File: src/rtl/div_unit_pkg.sv
// Shared definitions for the EX-stage divider: state encoding and sizing constants.
package cpu_defs_pkg;

  localparam int DIV_WIDTH = 32;
  localparam int DIV_ITER  = 32;
  localparam int DIV_CNT_W = 5;

  typedef enum logic [1:0] {
    IDLE = 2'd0,
    CALC = 2'd1,
    SIGN = 2'd2,
    DONE = 2'd3
  } div_state_t;

endpackage

File: src/rtl/div_unit_if.sv
// Request/response bundle between the EX stage (master) and the divider (slave).
// start is sampled only while the divider is idle; done is a one-cycle result strobe.
interface div_unit_if #(
  parameter int WIDTH = cpu_defs_pkg::DIV_WIDTH
);

  logic             start;
  logic             sign;
  logic [WIDTH-1:0] dividend;
  logic [WIDTH-1:0] divisor;
  logic             cancel;
  logic             busy;
  logic             done;
  logic [WIDTH-1:0] quotient;
  logic [WIDTH-1:0] remainder;

  modport master (
    output start, sign, dividend, divisor, cancel,
    input  busy, done, quotient, remainder
  );

  modport slave (
    input  start, sign, dividend, divisor, cancel,
    output busy, done, quotient, remainder
  );

endinterface

File: src/rtl/div_unit_step.sv
// One combinational restoring-division iteration on magnitudes:
// shift {rem,quo} left, trial-subtract the divisor, keep or restore.
module div_step #(
  parameter int WIDTH = 32
) (
  input  logic [WIDTH-1:0] rem,
  input  logic [WIDTH-1:0] quo,
  input  logic [WIDTH-1:0] div_mag,
  output logic [WIDTH-1:0] rem_next,
  output logic [WIDTH-1:0] quo_next
);

  logic [WIDTH:0] shifted;
  logic [WIDTH:0] trial;

  assign shifted = {rem, quo[WIDTH-1]};
  assign trial   = shifted - {1'b0, div_mag};

  // A negative trial implies shifted < div_mag, so its top bit is zero and can be dropped.
  assign rem_next = trial[WIDTH] ? shifted[WIDTH-1:0] : trial[WIDTH-1:0];
  assign quo_next = {quo[WIDTH-2:0], ~trial[WIDTH]};

endmodule

File: src/rtl/div_unit.sv
// Iterative radix-2 restoring DIV/DIVU unit writing LO (quotient) and HI (remainder).
// Optional DIV_ZERO_FAST_EN: a zero divisor completes in one cycle with fixed results.
module div_unit
  import cpu_defs_pkg::*;
#(
  parameter int WIDTH = DIV_WIDTH,
  parameter int ITER  = DIV_ITER
) (
  input  logic       clk,
  input  logic       resetn,
  div_unit_if.slave  bus,
  output div_state_t state_dbg
);

  localparam int CNT_W = DIV_CNT_W;
  localparam logic [CNT_W-1:0] LAST = CNT_W'(ITER - 1);

  div_state_t       state;
  logic [CNT_W-1:0] count;
  logic [WIDTH-1:0] rem;
  logic [WIDTH-1:0] quo;
  logic [WIDTH-1:0] div_mag;
  logic             negq;
  logic             negr;
  logic             done_r;
  logic [WIDTH-1:0] quotient_r;
  logic [WIDTH-1:0] remainder_r;

  logic [WIDTH-1:0] dvd_mag;
  logic [WIDTH-1:0] dvs_mag;
  logic [WIDTH-1:0] step_rem;
  logic [WIDTH-1:0] step_quo;
  logic             fast_zero;

  assign dvd_mag = (bus.sign && bus.dividend[WIDTH-1]) ? (~bus.dividend + 1'b1) : bus.dividend;
  assign dvs_mag = (bus.sign && bus.divisor[WIDTH-1])  ? (~bus.divisor + 1'b1)  : bus.divisor;

`ifdef DIV_ZERO_FAST_EN
  assign fast_zero = (bus.divisor == '0);
`else
  assign fast_zero = 1'b0;
`endif

  div_step #(.WIDTH(WIDTH)) u_step (
    .rem      (rem),
    .quo      (quo),
    .div_mag  (div_mag),
    .rem_next (step_rem),
    .quo_next (step_quo)
  );

  always_ff @(posedge clk or negedge resetn) begin
    if (!resetn) begin
      state       <= IDLE;
      count       <= '0;
      rem         <= '0;
      quo         <= '0;
      div_mag     <= '0;
      negq        <= 1'b0;
      negr        <= 1'b0;
      done_r      <= 1'b0;
      quotient_r  <= '0;
      remainder_r <= '0;
    end else begin
      done_r <= 1'b0;
      if (bus.cancel) begin
        state <= IDLE;
      end else begin
        case (state)
          IDLE: begin
            count <= '0;
            if (bus.start) begin
              if (fast_zero) begin
                state       <= DONE;
                done_r      <= 1'b1;
                quotient_r  <= '1;
                remainder_r <= bus.dividend;
              end else begin
                state   <= CALC;
                rem     <= '0;
                quo     <= dvd_mag;
                div_mag <= dvs_mag;
                negq    <= bus.sign & (bus.dividend[WIDTH-1] ^ bus.divisor[WIDTH-1]);
                negr    <= bus.sign & bus.dividend[WIDTH-1];
              end
            end
          end
          CALC: begin
            rem   <= step_rem;
            quo   <= step_quo;
            count <= count + 1'b1;
            if (count == LAST) state <= SIGN;
          end
          SIGN: begin
            quotient_r  <= negq ? (~quo + 1'b1) : quo;
            remainder_r <= negr ? (~rem + 1'b1) : rem;
            done_r      <= 1'b1;
            state       <= DONE;
          end
          DONE: state <= IDLE;
          default: state <= IDLE;
        endcase
      end
    end
  end

  // A flush arriving in the DONE cycle must suppress the result strobe.
  assign bus.done      = done_r & ~bus.cancel;
  assign bus.busy      = bus.start | (state == CALC) | (state == SIGN);
  assign bus.quotient  = quotient_r;
  assign bus.remainder = remainder_r;
  assign state_dbg     = state;

endmodule

File: src/flat_wrapper.sv
// flat-port wrapper written by rule: the top's interface ports become plain ports
module div_unit_flat import cpu_defs_pkg::*;
#(
  parameter int WIDTH = DIV_WIDTH,
  parameter int ITER  = DIV_ITER
)
  (clk, resetn, state_dbg, bus_start, bus_sign, bus_dividend, bus_divisor, bus_cancel, bus_busy, bus_done, bus_quotient, bus_remainder);
  div_unit_if #(.WIDTH(WIDTH)) bus_i ();
  input  logic clk;
  input  logic resetn;
  output div_state_t state_dbg;
  input wire logic [$bits(bus_i.start)-1:0] bus_start;
  input wire logic [$bits(bus_i.sign)-1:0] bus_sign;
  input wire logic [$bits(bus_i.dividend)-1:0] bus_dividend;
  input wire logic [$bits(bus_i.divisor)-1:0] bus_divisor;
  input wire logic [$bits(bus_i.cancel)-1:0] bus_cancel;
  output wire logic [$bits(bus_i.busy)-1:0] bus_busy;
  output wire logic [$bits(bus_i.done)-1:0] bus_done;
  output wire logic [$bits(bus_i.quotient)-1:0] bus_quotient;
  output wire logic [$bits(bus_i.remainder)-1:0] bus_remainder;
  assign bus_i.start = bus_start;
  assign bus_i.sign = bus_sign;
  assign bus_i.dividend = bus_dividend;
  assign bus_i.divisor = bus_divisor;
  assign bus_i.cancel = bus_cancel;
  assign bus_busy = bus_i.busy;
  assign bus_done = bus_i.done;
  assign bus_quotient = bus_i.quotient;
  assign bus_remainder = bus_i.remainder;
  div_unit #(.WIDTH(WIDTH), .ITER(ITER)) u_core (.clk(clk), .resetn(resetn), .bus(bus_i), .state_dbg(state_dbg));
endmodule
File: config.mk
export PLATFORM = sky130hd
export DESIGN_NAME = div_unit_flat
export DESIGN_NICKNAME = d
export VERILOG_FILES = /design/src/rtl/div_unit_pkg.sv /design/src/rtl/div_unit_if.sv /design/src/rtl/div_unit_step.sv /design/src/rtl/div_unit.sv /design/src/flat_wrapper.sv
export SDC_FILE = /design/constraint.sdc
export NUM_CORES = 1
export LEC_CHECK = 0
export CORE_ASPECT_RATIO = 0.7
export CORE_UTILIZATION = 53
export CTS_BUF_LIST = sky130_fd_sc_hd__clkbuf_4
export DETAILED_ROUTE_END_ITERATION = 16
export GPL_ROUTABILITY_DRIVEN = 0
export MAX_ROUTING_LAYER = met4
export PLACE_DENSITY = 0.87
export SYNTH_ARGS = -nofsm -noshare
export SYNTH_HDL_FRONTEND = slang
export SYNTH_SLANG_ARGS = --single-unit
File: constraint.sdc
create_clock -name clk -period 3.2 [get_ports clk]
set_input_delay 0.64 -clock clk [delete_from_list [all_inputs] [get_ports clk]]
set_output_delay 0.64 -clock clk [all_outputs]
set_load 0.05 [all_outputs]
After elaboration in Yosys (flattened, before gate mapping):

Index checks and enable logic that the tools add are counted.

* logic and storage cells: 60
* bits of input ports: 69
* bits in registers: 170

* mux-type cells: 16
* bitwise logic cells: 12
* add/subtract/negate cells: 6
* reduce and logical (&&, ||, !) cells: 9
* equality and inequality tests: 7

Operators by type and width (count)
* 32-bit 2-to-1 mux: 7
* 32-bit by 1-bit adder with 32-bit output, second input constant: 4
* 32-bit inverter: 4
* 32-bit case mux with 2 select lines: 2
* 33-bit by 32-bit subtractor with 33-bit output: 1
* 5-bit case mux with 2 select lines: 1
* 2-bit case mux with 4 select lines: 1
* 2-bit 2-to-1 mux: 3
* 2-bit AND reduction: 3
* 3-bit AND reduction: 2
* 5-bit by 1-bit adder with 5-bit output, second input constant: 1
* 5-bit == test, second input constant: 1
* 2-bit == test, second input constant: 2
* 1-bit AND: 3
* 3-bit by 2-bit != test with 1-bit output, second input constant: 1
* 3-bit != test, second input constant: 1
* 2-bit by 1-bit == test with 1-bit output, second input constant: 1
* 1-bit logical AND: 2
* 2-bit logical NOT: 1
* 1-bit 2-to-1 mux: 2
* 2-bit != test, second input constant: 1
* 1-bit inverter: 2
* 1-bit bitwise OR: 2
* 2-bit nonzero test: 1
* 1-bit XOR: 1

Depth between registers and ports, before layout:

* depth in word-level cells: 5
* mapped depth: 13
* gate-level depth less buffers: 12

By module:

Synthesis repeated with hierarchy kept, for this count alone.

* cell total of the unflattened synthesis: 1431
* area total of the unflattened synthesis: 12231.7 µm²

By module, submodules not included
* div_unit: cells an instance 1094, area each 9633.0 µm², instances 1
* div_step: cells an instance 337, area each 2598.7 µm², instances 1

Least setup slack after synthesis:

No wires, ideal clock.

* path type: register to register
* from: register u_core.quo[31]
* to: register u_core.rem[24]
* arrival: 2940 ps
* stages on the path, launching flop included: 14
* slack: 133 ps
* library setup time: 126 ps
* data required time: 3074 ps
* path through: dfrtp_1 > inv_1 > ha_1 > fa_1 > nand2b_1 > a21oi_1 > o21a_1 > a211oi_1 > o31ai_1 > o221ai_1 > xnor2_1 > buf_2 > nor2_1 > a311o_1

* word-level cells in the longest chain between the ends: 3

RTL lines
* from (decl): line div_unit.sv:21 `logic [WIDTH-1:0] quo;`
* from (signal assigned): line div_unit.sv:81 `quo <= dvd_mag;`
* from (signal assigned): line div_unit.sv:90 `quo <= step_quo;`
* 33-bit by 32-bit subtractor with 33-bit output: line div_unit_step.sv:17 `assign trial = shifted - {1'b0, div_mag};`
* 32-bit 2-to-1 mux: line div_unit_step.sv:20 `assign rem_next = trial[WIDTH] ? shifted[WIDTH-1:0] : trial[WIDTH-1:0];`
* 32-bit case mux with 2 select lines: line div_unit.sv:69 `case (state)`
* to (signal assigned): line div_unit.sv:89 `rem <= step_rem;`
* to (decl): line div_unit.sv:20 `logic [WIDTH-1:0] rem;`

Every way passes these cells.
A chain may end at the register's enable or synchronous reset.

Final worst setup path:

* from: register u_core.div_mag[0]
* to: register u_core.rem[26]

* word-level cells in the longest chain between the ends: 3

RTL lines
* from (decl): line div_unit.sv:22 `logic [WIDTH-1:0] div_mag;`
* from (signal assigned): line div_unit.sv:82 `div_mag <= dvs_mag;`
* 33-bit by 32-bit subtractor with 33-bit output: line div_unit_step.sv:17
* 32-bit 2-to-1 mux: line div_unit_step.sv:20
* 32-bit case mux with 2 select lines: line div_unit.sv:69

Every way passes these cells.

==> impl_metrics.tcl <==
set metrics [dict create \
    initial_utilization_pct 54.2 \
    grt_pass1_wl_um 50100 \
    cts-root-buf "clkbuf_4" \
    yosys-top-cells-area "dfrtp_1 (38%), o21ai_0 (9.3%), nand2_1 (7.4%)" \
    grtUsageTotal_pct 30.2 \
    dp_hpwl_um 23900 \
    cts-buffers-inserted 17 \
    period_needed_ns 3.14 \
    worst_ep_arrival_time_ns 3.64 \
    dpl.cell_count 1800 \
    finalNonFillerCells 1838 \
    maxCapViolCount 0 \
    grt_overflow 0 \
    synth_cells 1347 \
    post_drt_via_cell_ratio 5.88 \
    drcViolationCount 0 \
    required_ns 3.70 \
    ys_ff_latch 170 \
    synth.top_cells.by_count "nand2_1 (221), o21ai_0 (210), dfrtp_1 (170)" \
    crit_path_end_kind "register" \
    first_pass_iters 5 \
    avgSynthCellArea_um2 8.38 \
    clk_latency_ns 0.63 \
    synth_top_cell_by_area "dfrtp_1" \
    start_kind "register" \
    final_nets 1660 \
    fin_util_pct 67.8 \
    rsz0062_at_grt "yes" \
    die_x_um 176 \
    first_global_vias 9806 \
    antenna_found_initial 1 \
    power_mw 13.4 \
    ys_warn_count 0 \
    ys_seq_area_share_pct 37.7 \
    synth_edf_count 0 \
    synth_area_um2 11300 \
    synth_top_area_share_pct 37.7 \
    syn_nets 1459 \
    criticalPathCategory "reg -> reg" \
    clk_pin_slew_worst_paths_ns 0.17 \
    cp_max_fo 5 \
    io_buffers 136 \
    drt_iter0_markers 1102 \
    synth.distinct_cells 64 \
    worst_pin_slew_ns 0.923 \
    status "complete, no violations" \
    area_growth_pct 25.0 \
    hold_path.class "reg -> reg" \
    max-slew-margin-rel_pct 38.4 \
    layout-drive-gt1-share_pct 12.3 \
    powerDensity_nw_per_um2 950 \
    htreeDepth 4 \
    placed_area_um2 13600 \
    clockBufferDepth 2 \
    via_count 10800 \
    fin_crit_sh_pct 98.1 \
    setup_viol 0 \
    ir_worst_vdd_uv 631 \
    clock.fmax_mhz 319 \
    fin_skew_ns 0.0380 \
    synth_ff_type "dfrtp_1" \
    num_rows 44 \
    setup_ws_ns 0.0620 \
    grt_max_degree 71 \
    drt-total-wl_um 31600 \
    yosysMostFrequentCell "nand2_1" \
    power_leakage_nw 6.26 \
    clock-sinks 170 \
    ys_async_sr_fraction_pct 100 \
    cts_tree "yes" \
    dieArea_um2 21900 \
    ant_nets 0 \
    hold_viol 0 \
    chipHeight_um 124 \
    maxSlewViolCount 0 \
    wl_per_cell_um 17.2 \
    fin_area_um2 14100 \
    place_ws_ns -0.289 \
    top_level_ports 137 \
    core_region_area_um2 20800 \
]
## registers in the layout, summed over array words and instances, names as in the netlist
signal,flops
u_core.count,5
u_core.div_mag,32
u_core.bus.quotient,32
u_core.quo,32
u_core.bus.remainder,32
u_core.negq,1
u_core.done_r,1
u_core.rem,32
u_core.state_dbg,2
u_core.negr,1
## worst max-delay path, cell delays in order, from the launching register on
cell      delay [ns]
dfrtp_1         0.46
ha_2            0.21
fa_2            0.35
nand2b_4        0.16
a21oi_2         0.14
buf_4           0.14
o21a_1          0.14
a211oi_2        0.08
o31ai_1         0.19
buf_4           0.16
o221ai_2        0.11
xnor2_2         0.20
buf_6           0.18
buf_12          0.13
nor2_1          0.04
a311o_1         0.32
## placed cells by master, fill, tap and decap left out, drive strengths merged, types with 3 or more instances in the layout
| cell | n |
|---|---|
| or3 | 15 |
| clkinv | 7 |
| o21ai | 211 |
| ha | 42 |
| a21oi | 76 |
| nor4 | 12 |
| dfrtp | 170 |
| o311ai | 3 |
| a311o | 3 |
| a31oi | 6 |
| and2 | 5 |
| nor2 | 68 |
| nand2 | 221 |
| o31ai | 27 |
| nand4 | 8 |
| o21a | 3 |
| inv | 61 |
| or2 | 10 |
| o221ai | 4 |
| clkdlybuf4s50 | 133 |
| clkbuf | 19 |
| xnor2 | 52 |
| nor2b | 13 |
| o41ai | 19 |
| nand3 | 16 |
| nor3 | 15 |
| a22o | 6 |
| o21bai | 4 |
| a21o | 10 |
| nand2b | 18 |
| or4 | 13 |
| and3 | 11 |
| buf | 114 |
| mux2i | 36 |
| xor2 | 90 |
| o211ai | 8 |
## per-stage QoR
step | TNS [ns] | hold WS [ns]
after floorplan | 0 | 0.344
after detailed placement | -3.27 | 0.469
after global placement | -1.84 | 0.462
after global routing | -0.533 | 0.527
final | 0 | 0.499
after CTS | 0 | 0.505
## metal layers
metal	track usage, %	wire [um]	vias to the layer above
li1	-	-	5127
met1	44.1	14400	5036
met2	41.3	13100	585
met3	8.55	3810	52
met4	6.20	393	0
met5	-	0	-
## path summary, 6_finish.rpt
kind	cells after the start	slack, ns	from	to
min in group asynchronous	2	0.55	resetn	u_core.div_mag[14]
worst max-delay path	15	0.06	u_core.div_mag[0]	u_core.rem[26]
worst min-delay path	2	0.50	u_core.bus.remainder[13]	u_core.bus.remainder[13]
worst max register to register	15	0.06	u_core.div_mag[0]	u_core.rem[26]
max in group asynchronous	3	1.91	resetn	u_core.bus.remainder[7]
worst min register to register	2	0.50	u_core.bus.remainder[13]	u_core.bus.remainder[13]
## area by class of cell
type	count	area, um2
Inverter	54	203
Timing Repair Buffer	252	2350
Multi-Input combinational cell	1053	6640
Clock buffer	17	128
Tap cell	276	345
Clock inverter	15	188
Sequential cell	170	4250
Antenna cell	1	2.50
Fill cell	1610	6710
## what timing repair did
item / in CTS / in global routing
hold endpoints to repair: 15 / 0
cloned: 1 / 2
pin swaps: 1 / 5
setup buffers: 1 / 0
endpoints found under the setup margin: 27 / 34
resized for setup: 2 / 15
hold buffers: 1 / 0
## logic make-up after synthesis
family | after synthesis | share of synthesized area (%)
mux | 38 | 3.39
buf+inv | 124 | 4.16
simple gates | 431 | 17.8
fa+ha+maj | 43 | 4.83
xor+xnor | 142 | 11.0
flops | 170 | 37.7
compound gates | 399 | 21.1
## where the power goes
group	leakage [nW]	total (mW)	internal [mW]	switching (mW)
Combinational	3.87	8.35	3.31	5.04
Clock	0.163	1.34	0.378	0.957
Sequential	2.23	3.72	2.93	0.790
(Power assumes the default switching activity.)
